[config.mk]
export PLATFORM = sky130hd
export DESIGN_NAME = writeback_scheduler
export DESIGN_NICKNAME = d
export VERILOG_FILES = /design/src/rtl/writeback_scheduler.sv
export SDC_FILE = /design/constraint.sdc
export NUM_CORES = 1
export LEC_CHECK = 0
export CORE_UTILIZATION = 55
export CTS_BUF_LIST = sky130_fd_sc_hd__clkbuf_8 sky130_fd_sc_hd__clkbuf_16
export DETAILED_ROUTE_END_ITERATION = 7
export HOLD_SLACK_MARGIN = 0.05
export PLACE_DENSITY = 0.9
export SYNTH_ARGS = -nofsm -noshare
export SYNTH_HDL_FRONTEND = slang
export SYNTH_SLANG_ARGS = --single-unit
[constraint.sdc]
create_clock -name clk -period 8.2 [get_ports clk]
set_input_delay 1.64 -clock clk [delete_from_list [all_inputs] [get_ports clk]]
set_output_delay 1.64 -clock clk [all_outputs]
set_load 0.05 [all_outputs]
[src/rtl/writeback_scheduler.sv]
// -----------------------------------------------------------------------------
// writeback_scheduler
//
// Owns the single register-file write port behind the writeback stage. A
// shift-register reservation table tracks which future writeback cycles are
// already claimed. Each cycle at most one thread is granted issue, round-robin
// among threads whose instruction's writeback cycle is still free, so the
// single-cycle, memory and multi-cycle pipes never collide at writeback.
//
// Ports:
//   clk                    clock
//   reset                  asynchronous active-high reset
//   ts_request             per-thread: instruction ready to issue
//   ts_has_dest            per-thread: instruction writes a register
//   ts_latency_class       per-thread 2-bit class (0 scycle, 1 mem, 2 mcycle)
//   wb_rollback_en         rollback from the writeback stage
//   wb_rollback_thread_idx thread being rolled back
//   ws_grant               one-hot0 issue grant (combinational)
//   ws_conflict            a requester was blocked only by slot occupancy
//   ws_conflict_count      (WB_SCHED_PERF_EN only) count of conflict cycles
//
// Build option: define WB_SCHED_PERF_EN to add the ws_conflict_count output.
// -----------------------------------------------------------------------------
module writeback_scheduler #(
    parameter int NUM_THREADS    = 4,
    parameter int LATENCY_SCYCLE = 2,
    parameter int LATENCY_MEM    = 4,
    parameter int LATENCY_MCYCLE = 6,
    parameter int SLOT_DEPTH     = 8
) (
    input  logic                           clk,
    input  logic                           reset,
    input  logic [NUM_THREADS-1:0]         ts_request,
    input  logic [NUM_THREADS-1:0]         ts_has_dest,
    input  logic [2*NUM_THREADS-1:0]       ts_latency_class,
    input  logic                           wb_rollback_en,
    input  logic [$clog2(NUM_THREADS)-1:0] wb_rollback_thread_idx,
    output logic [NUM_THREADS-1:0]         ws_grant,
    output logic                           ws_conflict
`ifdef WB_SCHED_PERF_EN
    ,
    output logic [31:0]                    ws_conflict_count
`endif
);

    localparam int TW = $clog2(NUM_THREADS);
    localparam int SW = (SLOT_DEPTH > 1) ? $clog2(SLOT_DEPTH) : 1;

    typedef logic [TW-1:0] tid_t;
    typedef logic [SW-1:0] sidx_t;

    // Class 3 is illegal and flagged by an assertion; it falls back to the
    // single-cycle latency so the table index always stays in range.
    function automatic int latency_of(input logic [1:0] cls);
        case (cls)
            2'd1:    return LATENCY_MEM;
            2'd2:    return LATENCY_MCYCLE;
            default: return LATENCY_SCYCLE;
        endcase
    endfunction

    function automatic sidx_t slot_of(input logic [1:0] cls, input int offset);
        return sidx_t'(latency_of(cls) - offset);
    endfunction

    // Reservation table: res_valid[k] claims writeback at cycle t+k+1.
    logic [SLOT_DEPTH-1:0] res_valid, res_valid_nxt;
    tid_t                  res_thread     [SLOT_DEPTH];
    tid_t                  res_thread_nxt [SLOT_DEPTH];
    tid_t                  rr_ptr;

    logic [1:0]             cls [NUM_THREADS];
    logic [NUM_THREADS-1:0] rolled_back;
    logic [NUM_THREADS-1:0] slot_busy;
    logic [NUM_THREADS-1:0] eligible;
    logic [NUM_THREADS-1:0] blocked;

    logic grant_found;
    tid_t grant_idx;
    tid_t cand;

    for (genvar g = 0; g < NUM_THREADS; g++) begin : g_cls
        assign cls[g] = ts_latency_class[2*g +: 2];
    end

    // NOTE: every variable assigned in an always_comb gets a default at the
    // top of the block, so no path leaves it holding a value (no latch).
    always_comb begin
        rolled_back = '0;
        slot_busy   = '0;
        eligible    = '0;
        blocked     = '0;
        for (int n = 0; n < NUM_THREADS; n++) begin
            rolled_back[n] = wb_rollback_en && (wb_rollback_thread_idx == tid_t'(n));
            slot_busy[n]   = ts_has_dest[n] && res_valid[slot_of(cls[n], 1)];
            eligible[n]    = ts_request[n] && !rolled_back[n] && !slot_busy[n];
            blocked[n]     = ts_request[n] && !rolled_back[n] && slot_busy[n];
        end
    end

    assign ws_conflict = |blocked;

    // Round-robin scan starting one past the last granted thread; the
    // TW-bit add wraps naturally because NUM_THREADS is a power of two.
    always_comb begin
        grant_found = 1'b0;
        grant_idx   = '0;
        cand        = '0;
        for (int i = 1; i <= NUM_THREADS; i++) begin
            cand = rr_ptr + tid_t'(i);
            if (!grant_found && eligible[cand]) begin
                grant_found = 1'b1;
                grant_idx   = cand;
            end
        end
    end

    assign ws_grant = grant_found ? (NUM_THREADS'(1) << grant_idx) : '0;

    // Next table: shift toward slot 0, then drop the rolled-back thread's
    // entries, then insert the new reservation. Inserting at L-2 of the
    // shifted table is the same writeback cycle that L-1 named this cycle.
    always_comb begin
        for (int k = 0; k < SLOT_DEPTH - 1; k++) begin
            res_valid_nxt[k]  = res_valid[k+1];
            res_thread_nxt[k] = res_thread[k+1];
        end
        res_valid_nxt[SLOT_DEPTH-1]  = 1'b0;
        res_thread_nxt[SLOT_DEPTH-1] = '0;

        if (wb_rollback_en) begin
            for (int k = 0; k < SLOT_DEPTH; k++) begin
                if (res_thread_nxt[k] == wb_rollback_thread_idx) begin
                    res_valid_nxt[k] = 1'b0;
                end
            end
        end

        if (grant_found && ts_has_dest[grant_idx]) begin
            res_valid_nxt[slot_of(cls[grant_idx], 2)]  = 1'b1;
            res_thread_nxt[slot_of(cls[grant_idx], 2)] = grant_idx;
        end
    end

    // NOTE: sequential state uses non-blocking assignments so every register
    // samples the pre-edge values regardless of statement order.
    always_ff @(posedge clk or posedge reset) begin
        if (reset) begin
            res_valid <= '0;
            // NOTE: the thread tags are reset too; they are a small flop
            // array, and a known value keeps rollback matching deterministic.
            for (int k = 0; k < SLOT_DEPTH; k++) begin
                res_thread[k] <= '0;
            end
            rr_ptr <= tid_t'(NUM_THREADS - 1);
        end else begin
            res_valid  <= res_valid_nxt;
            res_thread <= res_thread_nxt;
            if (grant_found) begin
                rr_ptr <= grant_idx;
            end
        end
    end

`ifdef WB_SCHED_PERF_EN
    always_ff @(posedge clk or posedge reset) begin
        if (reset) begin
            ws_conflict_count <= '0;
        end else if (ws_conflict) begin
            ws_conflict_count <= ws_conflict_count + 32'd1;
        end
    end
`endif

    // Simulation checks.
    localparam bit LATENCIES_OK =
        (LATENCY_SCYCLE >= 2) && (LATENCY_SCYCLE <= SLOT_DEPTH) &&
        (LATENCY_MEM    >= 2) && (LATENCY_MEM    <= SLOT_DEPTH) &&
        (LATENCY_MCYCLE >= 2) && (LATENCY_MCYCLE <= SLOT_DEPTH);

    a_latency_range: assert property (@(posedge clk) LATENCIES_OK);

    a_grant_onehot0: assert property (@(posedge clk) disable iff (reset)
        $onehot0(ws_grant));

    for (genvar g = 0; g < NUM_THREADS; g++) begin : g_cls_chk
        a_no_class3: assert property (@(posedge clk) disable iff (reset)
            ts_request[g] |-> (cls[g] != 2'd3));
    end

endmodule

; ---- After elaboration in Yosys (flattened, before gate mapping)
; Index checks and enable logic that the tools add are counted.
[totals]
ram_bits = 0
wordCells = 145
regBits = 24
mem_count = 0
romBits = 0
inputBits = 21
latch_bits = 0
[classes]
n_reduce_logical = 39
add_sub_neg = 8
n_shift = 1
div = 0
n_mux = 51
mul = 0
order_cmp = 14
eq_ne = 20
bitwise = 3
[op_table]
columns = cell, count
row1 = one-hot mux 3 bit (2 select lines), 5
row2 = logical AND 1 bit, 26
row3 = two-way mux 1 bit, 21
row4 = < comparator 3 x 4 -> 1 bit (second input constant), 5
row5 = bitwise mux 16 bit, 1
row6 = < comparator 2 x 3 -> 1 bit (second input constant), 5
row7 = equality test 2 bit, 7
row8 = equality test 2 bit (second input constant), 7
row9 = two-way mux 14 bit, 1
row10 = two-way mux 2 bit, 7
row11 = binary-select mux 1 bit (select 3 bit), 4
row12 = equality test 2 x 1 -> 1 bit (second input constant), 6
row13 = subtractor 3 x 2 -> 3 bit (second input constant), 4
row14 = logical NOT 1 bit, 11
row15 = binary-select mux 1 bit (select 2 bit), 5
row16 = two-way mux 8 bit, 1
row17 = bitwise OR 8 bit, 1
row18 = two-way mux 7 bit, 1
row19 = demux 2 bit (select 3 bit), 1
row20 = adder 2 bit (second input constant), 2
row21 = binary-select mux 2 bit (select 2 bit), 1
row22 = greater-or-equal comparator 4 bit (second input constant), 1
row23 = < comparator 4 x 1 -> 1 bit (second input constant), 1
row24 = two-way mux 4 bit, 1
row25 = other kinds (11), 11

; ---- Longest topological paths before layout
; Gate-level depths: netlist of the first run.
[depth]
word_depth = 35
ltp_mapped = 10

; ---- Worst setup path before layout of the first run
; Ideal clock, no wire load.
[synth_path]
path_type = input -> output
from = in ts_latency_class[0]
to = out ws_grant[0]
required_time_ps = 6560
path_slack_ps = 2965
path_stages = 7
path_buffers = 1
arrival_time_ps = 3595
path_cell_list = nor2b_1 a32o_1 or3_1 buf_2 a311oi_2 o21a_2 and2_1
[synth_via]
elab_chain_len = 22
elab_cells_between_ends = 33
[synth_rtl]
columns = item, line
row1 = start: declaration, 35  ; input logic [2*NUM_THREADS-1:0] ts_latency_class,
row2 = equality test 2 bit or equality test 2 x 1 -> 1 bit (tied branches), 55  ; case (cls)
row3 = one-hot mux 3 bit (2 select lines) (*), 55
row4 = subtractor 3 x 2 -> 3 bit (*), 63  ; return sidx_t'(latency_of(cls) - offset);
row5 = binary-select mux 1 bit (select 3 bit) (*), 95  ; slot_busy[n] = ts_has_dest[n] && res_valid[slot_of(cls[n], 1)];
row6 = two-way mux 1 bit (not written as such) (*), 95
row7 = logical AND 1 bit (*), 95
row8 = logical NOT 1 bit (*), 96  ; eligible[n] = ts_request[n] && !rolled_back[n] && !slot_busy[n];
row9 = logical AND 1 bit (*), 96
row10 = [6 not listed], --
row11 = logical NOT 1 bit, 111  ; if (!grant_found && eligible[cand]) begin
row12 = logical AND 1 bit, 111
row13 = two-way mux 1 bit, 111
row14 = logical NOT 1 bit, 111
row15 = logical AND 1 bit, 111
row16 = two-way mux 2 bit, 111
row17 = left shift 1 x 2 -> 4 bit, 118  ; assign ws_grant = grant_found ? (NUM_THREADS'(1) << grant_idx) : '0;
row18 = two-way mux 4 bit (*), 118
row19 = end: declaration, 38  ; output logic [NUM_THREADS-1:0] ws_grant,
; Mark *: on every way between the ends. The rest lies on a longest branch, timed or not. The select of a mux whose other input is x is not followed.

; ---- Final worst setup path of the first run
[layout_path]
from = in wb_rollback_thread_idx[0]
to = out ws_grant[2]
[layout_via]
elab_chain_len = 19
elab_cells_between_ends = 44
[layout_rtl]
columns = item, line
row1 = start: declaration, 37  ; input logic [$clog2(NUM_THREADS)-1:0] wb_rollback_thread_idx,
row2 = "equality test 2 x 1 -> 1 bit, or another cell as far along", 94  ; rolled_back[n] = wb_rollback_en && (wb_rollback_thread_idx == tid_t'(n));
row3 = logical AND 1 bit, 94
row4 = logical NOT 1 bit, 96
row5 = logical AND 1 bit (2 in series), 96
row6 = binary-select mux 1 bit (select 2 bit), 111
row7 = two-way mux 1 bit (not written as such), 111
row8 = two-way mux 1 bit, 111
row9 = logical NOT 1 bit, 111
row10 = [2 not listed], --
row11 = logical NOT 1 bit, 111
row12 = logical AND 1 bit, 111
row13 = two-way mux 1 bit, 111
row14 = logical NOT 1 bit, 111
row15 = logical AND 1 bit, 111
row16 = two-way mux 2 bit, 111
row17 = left shift 1 x 2 -> 4 bit, 118
row18 = two-way mux 4 bit (*), 118
; Marks and branches as above.

==> results.sh, run 1 <==
export IMPL_cts_repair_resized=0
export IMPL_fmaxAchievable_mhz=156
export IMPL_postLayoutSetupSlackWorst_ps=1770
export IMPL_cts_tree="done"
export IMPL_whs_path_depth=0
export IMPL_regArea_um2=453
export IMPL_core_area_um2=2230
export IMPL_yosys_area_top_type="dfrtp_1"
export IMPL_power_uw=396
export IMPL_yosysUniqueCellTypes=49
export IMPL_drv_slew=0
export IMPL_drc=0
export IMPL_peakVddDrop_uv=199
export IMPL_synth_seq_cells=18
export IMPL_grt_pass1_wl_mm=5.50
export IMPL_die_height_um=50.8
export IMPL_diodes=0
export IMPL_syn_cell_area_um2=1310
export IMPL_grt_ovfl_total=0
export IMPL_htreeDepth=1
export IMPL_fill_cells=171
export IMPL_viasPerCell=6.17
export IMPL_area_growth_pct=24.6
export IMPL_whs_ps=396
export IMPL_place_inst=197
export IMPL_fin_nets=195
export IMPL_skew_ps=3.31
export IMPL_dpl_cell_area_um2=1590
export IMPL_min_to="res_thread[9]"
export IMPL_multiInputGateArea_um2=821
export IMPL_path_max_fanout=8
export IMPL_fin_tns_setup_ps=0
export IMPL_r2r_start="res_valid[3]"
export IMPL_regToRegEndpoint="res_thread[7]"
export IMPL_root_buffer="clkbuf_8"
export IMPL_fin_crit_sh_pct=78.4
export IMPL_cts_buffer_depth=2
export IMPL_tightest_slew_ps=693
export IMPL_min_from="res_thread[7]"
export IMPL_synth_ff_type="dfrtp_1"
export IMPL_drt_iter0_drc=57
export IMPL_rows=17
export IMPL_grt_start_max_net_pins=19
export IMPL_synth_avg_cell_area_um2=9.04
export IMPL_start_util_pct=58.7
export IMPL_finalSetupViolCount=0
export IMPL_synth_edf_count=0
export IMPL_dp_slack_ps=1770
export IMPL_cts_made_buffers=3
export IMPL_finalCriticalPeriod_ps=6430
export IMPL_dp_hpwl_mm=2.51
export IMPL_fin_cells=201
export IMPL_grt_use_total_pct=28.6
export IMPL_p_per_area_nw_per_um2=242
export IMPL_final_util_pct=73.2
export IMPL_die_w_um=50.8
export IMPL_cp_data_arrival_time_ps=4790
export IMPL_antenna_left=0
export IMPL_synth_top_area_share_pct=30.5
export IMPL_cts_clk_slew_worst_paths_ps=70
export IMPL_synth_cells=145
export IMPL_port_buffers=25
export IMPL_critical_path_endpoint_type="output port"
export IMPL_ioPinCount=26
export IMPL_synthArstFlopShare_pct=100
export IMPL_drive_above_1_share_pct=8.09
export IMPL_dieArea_um2=2580
export IMPL_seq_area_frac_synth_pct=34.5
export IMPL_totalWireLength_mm=3.25
export IMPL_crit_type="primary input to output port"
export IMPL_power_leakage_nw=0.656
export IMPL_finalHoldViolations=0
export IMPL_synthMostInstantiatedCell="dfrtp_1"
export IMPL_clock_sinks=18
export IMPL_status="finished clean"
export IMPL_cts_hold_buffers=0
export IMPL_clk_latency_ps=250
export IMPL_finalInstanceArea_um2=1630
export IMPL_synth_area_top_cells="dfrtp_1, xnor2_1, dfstp_2"
export IMPL_routabilityCongestion=0.921
export IMPL_antenna_found_initial=0
export IMPL_yosysWarnings=0
export IMPL_worst_hold_path_type="register to register"
export IMPL_wl_per_cell_um=16.2
export IMPL_vias=1240
export IMPL_grt_pass1_vias=1244
export IMPL_rsz0062_at_grt="no"
export IMPL_slew_headroom_pct=53.8
export IMPL_crit_required_ps=6560
export IMPL_synth_common_cells="dfrtp_1, xnor2_1, nand2_1, nand3_1"
export IMPL_maxCapViolCount=0
export IMPL_cp_start_kind="primary input"
export IMPL_post_cts_buffers=0
export IMPL_firstDrtPassIters=4
export IMPL_rrSetupSlack_ps=5510
export IMPL_r2r_cells=8
-- layout by cell type (no fill, tap or decap), drive strengths merged, types with 2 or more instances in the layout --
cell           Yosys  layout
clkdlybuf4s50      0      25
dfrtp             16      16
xnor2             12      12
nand2              9       9
nand3              9       9
inv                8       9
nor2               9       9
a21oi              8       8
o21ai              7       7
nor2b              6       6
and2               6       6
a31oi              5       5
and3b              3       3
nand2b             3       3
a221o              3       3
nand3b             3       3
clkbuf             0       3
conb               1       3
o21a               3       3
nand4b             2       2
and3               2       2
a22oi              2       2
dfstp              2       2
or2                2       2
-- per-layer routing --
layer	global-route usage [%]	part of all wire [%]
met2	48.2	50
met4	9.26	0.95
met5	0	0
met3	4.46	6.3
met1	37.5	43
-- cell families (layout without fill, tap and decap cells) --
kind of cell	after synthesis	after routing	synth area share [%]
AO/OA/AOI/OAI	43	43	27.8
XOR/XNOR	13	13	8.68
AND/OR/NAND/NOR	59	59	25.3
buffers and inverters	11	37	3.43
other	1	3	0.286
flip-flops	18	18	34.5
-- worst max-delay path by stage --
stage                                    from     endpoint  cells past startpoint
finish              wb_rollback_thread_idx[0]  ws_grant[2]                      8
global route        wb_rollback_thread_idx[0]  ws_grant[2]                      8
detailed placement  wb_rollback_thread_idx[0]  ws_grant[2]                      8
CTS                 wb_rollback_thread_idx[0]  ws_grant[2]                      8
global placement    wb_rollback_thread_idx[0]  ws_grant[0]                      8
floorplan                 ts_latency_class[0]  ws_grant[0]                      7
-- worst max-delay path, cell delays in order --
cell             delay, ps
clkdlybuf4s50_1        680
nand2b_1               210
o21ai_0                110
or3_1                  450
a311oi_2               450
o21a_2                 290
and2_1                 150
clkdlybuf4s50_1        800
-- sequential cells by signal, indices dropped and copies added, names as in the netlist --
register,count
res_thread,10
res_valid,6
rr_ptr,2
-- final cells by class --
cell class	instances	area share, %
Multi-Input combinational cell	118	50.2
Sequential cell	18	27.7
Timing Repair Buffer	25	15.3
Clock buffer	3	2.53
Tap cell	28	2.14
Inverter	8	1.84
Clock inverter	1	0.230
-- where the power goes --
| part | switching [mW] | internal, mW | total [mW] |
|---|---|---|---|
| sequential | 0.0204 | 0.113 | 0.133 |
| combinational | 0.121 | 0.0797 | 0.201 |
| clock | 0.0280 | 0.0332 | 0.0612 |
(Power assumes the default switching activity.)
==> run 2, diff against run 1 <==
Settings changed: CORE_UTILIZATION 55 to 46, PLACE_DENSITY 0.9 to 0.81.
Clock period 8.2 ns to 5.2 ns, I/O delays scaled along.
==> results.sh, run 2 (synthesis gave the netlist of run 1 again) <==
export IMPL_core_area_um2=2590
export IMPL_grt_use_met2_pct=39.1
export IMPL_diodes=0
export IMPL_cts_clk_slew_worst_paths_ps=60
export IMPL_peakVddDrop_uv=323
export IMPL_wl_per_cell_um=17.0
export IMPL_crit_type="primary input to output port"
export IMPL_grt_pass1_vias=1253
export IMPL_skew_ps=5.68
export IMPL_p_switching_uw=277
export IMPL_htreeDepth=1
export IMPL_slowest_delay_ps=570
export IMPL_fin_tns_setup_ps=0
export IMPL_finalHoldViolations=0
export IMPL_start_util_pct=50.6
export IMPL_clk_latency_ps=250
export IMPL_whs_path_depth=0
export IMPL_cts_tree="done"
export IMPL_clock_sinks=18
export IMPL_ioPinCount=26
export IMPL_status="finished clean"
export IMPL_fin_nets=196
export IMPL_grt_pass1_wl_mm=5.63
export IMPL_grt_ovfl_total=0
export IMPL_crit_required_ps=4160
export IMPL_cts_repair_resized=0
export IMPL_cts_buffer_depth=2
export IMPL_r2r_start="res_valid[5]"
export IMPL_place_inst=200
export IMPL_firstDrtPassIters=4
export IMPL_seq_power_share_pct=31.7
export IMPL_whs_ps=395
export IMPL_sw_frac_of_total_pct=42.1
export IMPL_min_to="res_thread[4]"
export IMPL_min_from="res_thread[2]"
export IMPL_reg_largest_list="res_thread (10), res_valid (6), rr_ptr (2)"
export IMPL_cts_hold_buffers=0
export IMPL_antenna_found_initial=0
export IMPL_drv_slew=0
export IMPL_r2r_cells=8
export IMPL_critical_path_endpoint_type="output port"
export IMPL_fmaxAchievable_mhz=216
export IMPL_busiest_layer="met2"
export IMPL_drive_above_1_share_pct=11.5
export IMPL_dp_hpwl_mm=2.56
export IMPL_tightest_slew_ps=671
export IMPL_die_height_um=55.4
export IMPL_clkPwrFrac_pct=17.3
export IMPL_antenna_left=0
export IMPL_cp_data_arrival_time_ps=3590
export IMPL_p_per_area_nw_per_um2=395
export IMPL_final_cell_mix="clkdlybuf4s50_1, dfrtp_1, xnor2_1"
export IMPL_drc=0
export IMPL_largest_reg_flops=10
export IMPL_fin_cells=204
export IMPL_root_buffer="clkbuf_8"
export IMPL_crit_family="compound AO/OA/AOI/OAI gates"
export IMPL_regArea_um2=453
export IMPL_area_growth_pct=27.3
export IMPL_cp_start_kind="primary input"
export IMPL_viasPerCell=6.07
export IMPL_internal_power_uw=382
export IMPL_totalWireLength_mm=3.46
export IMPL_layout_cells_most_common="clkdlybuf4s50_1"
export IMPL_grt_use_met3_pct=4.92
export IMPL_regMostFlops="res_thread"
export IMPL_finalSetupViolCount=0
export IMPL_maxCapViolCount=0
export IMPL_dieArea_um2=3070
export IMPL_grt_use_met1_pct=29.2
export IMPL_fin_crit_sh_pct=89.0
export IMPL_power_leakage_nw=0.676
export IMPL_rsz0062_at_grt="no"
export IMPL_die_w_um=55.4
export IMPL_worst_hold_path_type="register to register"
export IMPL_port_buffers=25
export IMPL_rrSetupSlack_ps=2500
export IMPL_post_cts_buffers=0
export IMPL_crit_path_cell_trace="clkdlybuf4s50_1, xor2_1, o211ai_1, nor2_1, a311oi_2, o21a_2, and2_1, buf_12"
export IMPL_routabilityCongestion=0.982
export IMPL_combPwrFrac_pct=51.0
export IMPL_cts_made_buffers=3
export IMPL_critPathLaunch="ts_latency_class[2]"
export IMPL_multiInputGateArea_um2=821
export IMPL_path_max_fanout=8
export IMPL_crit_slowest_cell="o211ai_1"
export IMPL_fill_cells=212
export IMPL_grt_start_max_net_pins=19
export IMPL_regToRegEndpoint="res_thread[7]"
export IMPL_slew_headroom_pct=55.1
export IMPL_vias=1239
export IMPL_finalCriticalPeriod_ps=4630
export IMPL_grt_use_total_pct=23.0
export IMPL_path_buf_inv=2
export IMPL_drt_iter0_drc=46
export IMPL_rows=18
run 2: cell count changes in the layout (fill, tap and decap cells not counted):
cell and delta:
clkdlybuf4s50_1 -4, clkbuf_8 +1, buf_4 +3, buf_12 +2, inv_1 -1
run 2: how the worst max path moves through the flow:
stage,depth (start not counted),to
5_1_grt,8,ws_grant[2]
3_5_place_dp,7,ws_grant[0]
3_3_place_gp,7,ws_grant[0]
4_1_cts,7,ws_grant[0]
6_report,8,ws_grant[0]
2_1_floorplan,7,ws_grant[0]
run 2: area by class of cell:
type / instances / share of cell area [%]
Timing Repair Buffer: 26 / 16.3
Tap cell: 30 / 2.25
Sequential cell: 18 / 27.1
Inverter: 8 / 1.80
Multi-Input combinational cell: 118 / 49.2
Clock buffer: 4 / 3.30
run 2: power groups by stage:
stage	Sequential [mW]	Clock, mW	Combinational (mW)
2_1_floorplan	0.201	0	0.230
3_3_place_gp	0.208	0	0.318
3_5_place_dp	0.211	0	0.328
4_1_cts	0.208	0.115	0.332
5_1_grt	0.212	0.122	0.355
6_report	0.209	0.114	0.336
run 2: stage by stage:
| stage | util (%) | cell area (µm²) | total power [mW] | worst slack [ps] |
|---|---|---|---|---|
| 2_1_floorplan | - | 1320 | 0.431 | 1160 |
| 3_3_place_gp | 62.3 | 1610 | 0.526 | 669 |
| 3_5_place_dp | 62.3 | 1610 | 0.539 | 627 |
| 4_1_cts | 64.4 | 1670 | 0.655 | 615 |
| 5_1_grt | 64.4 | 1670 | 0.689 | 481 |
| 6_report | 64.4 | 1670 | 0.659 | 571 |
run 2: metal layers:
metal | part of all wire, % | routed length [µm]
met5 | 0 | 0
met4 | 1.6 | 57
met3 | 6.2 | 216
met2 | 48 | 1650
met1 | 44 | 1540
==> run 3, diff against run 2 <==
Settings changed: ABC_CLOCK_PERIOD_IN_PS set to 5200, CTS_CLUSTER_DIAMETER set to 200.
==> results of run 3 <==
No change in the layout: final DEF, timing and power equal those of run 2.
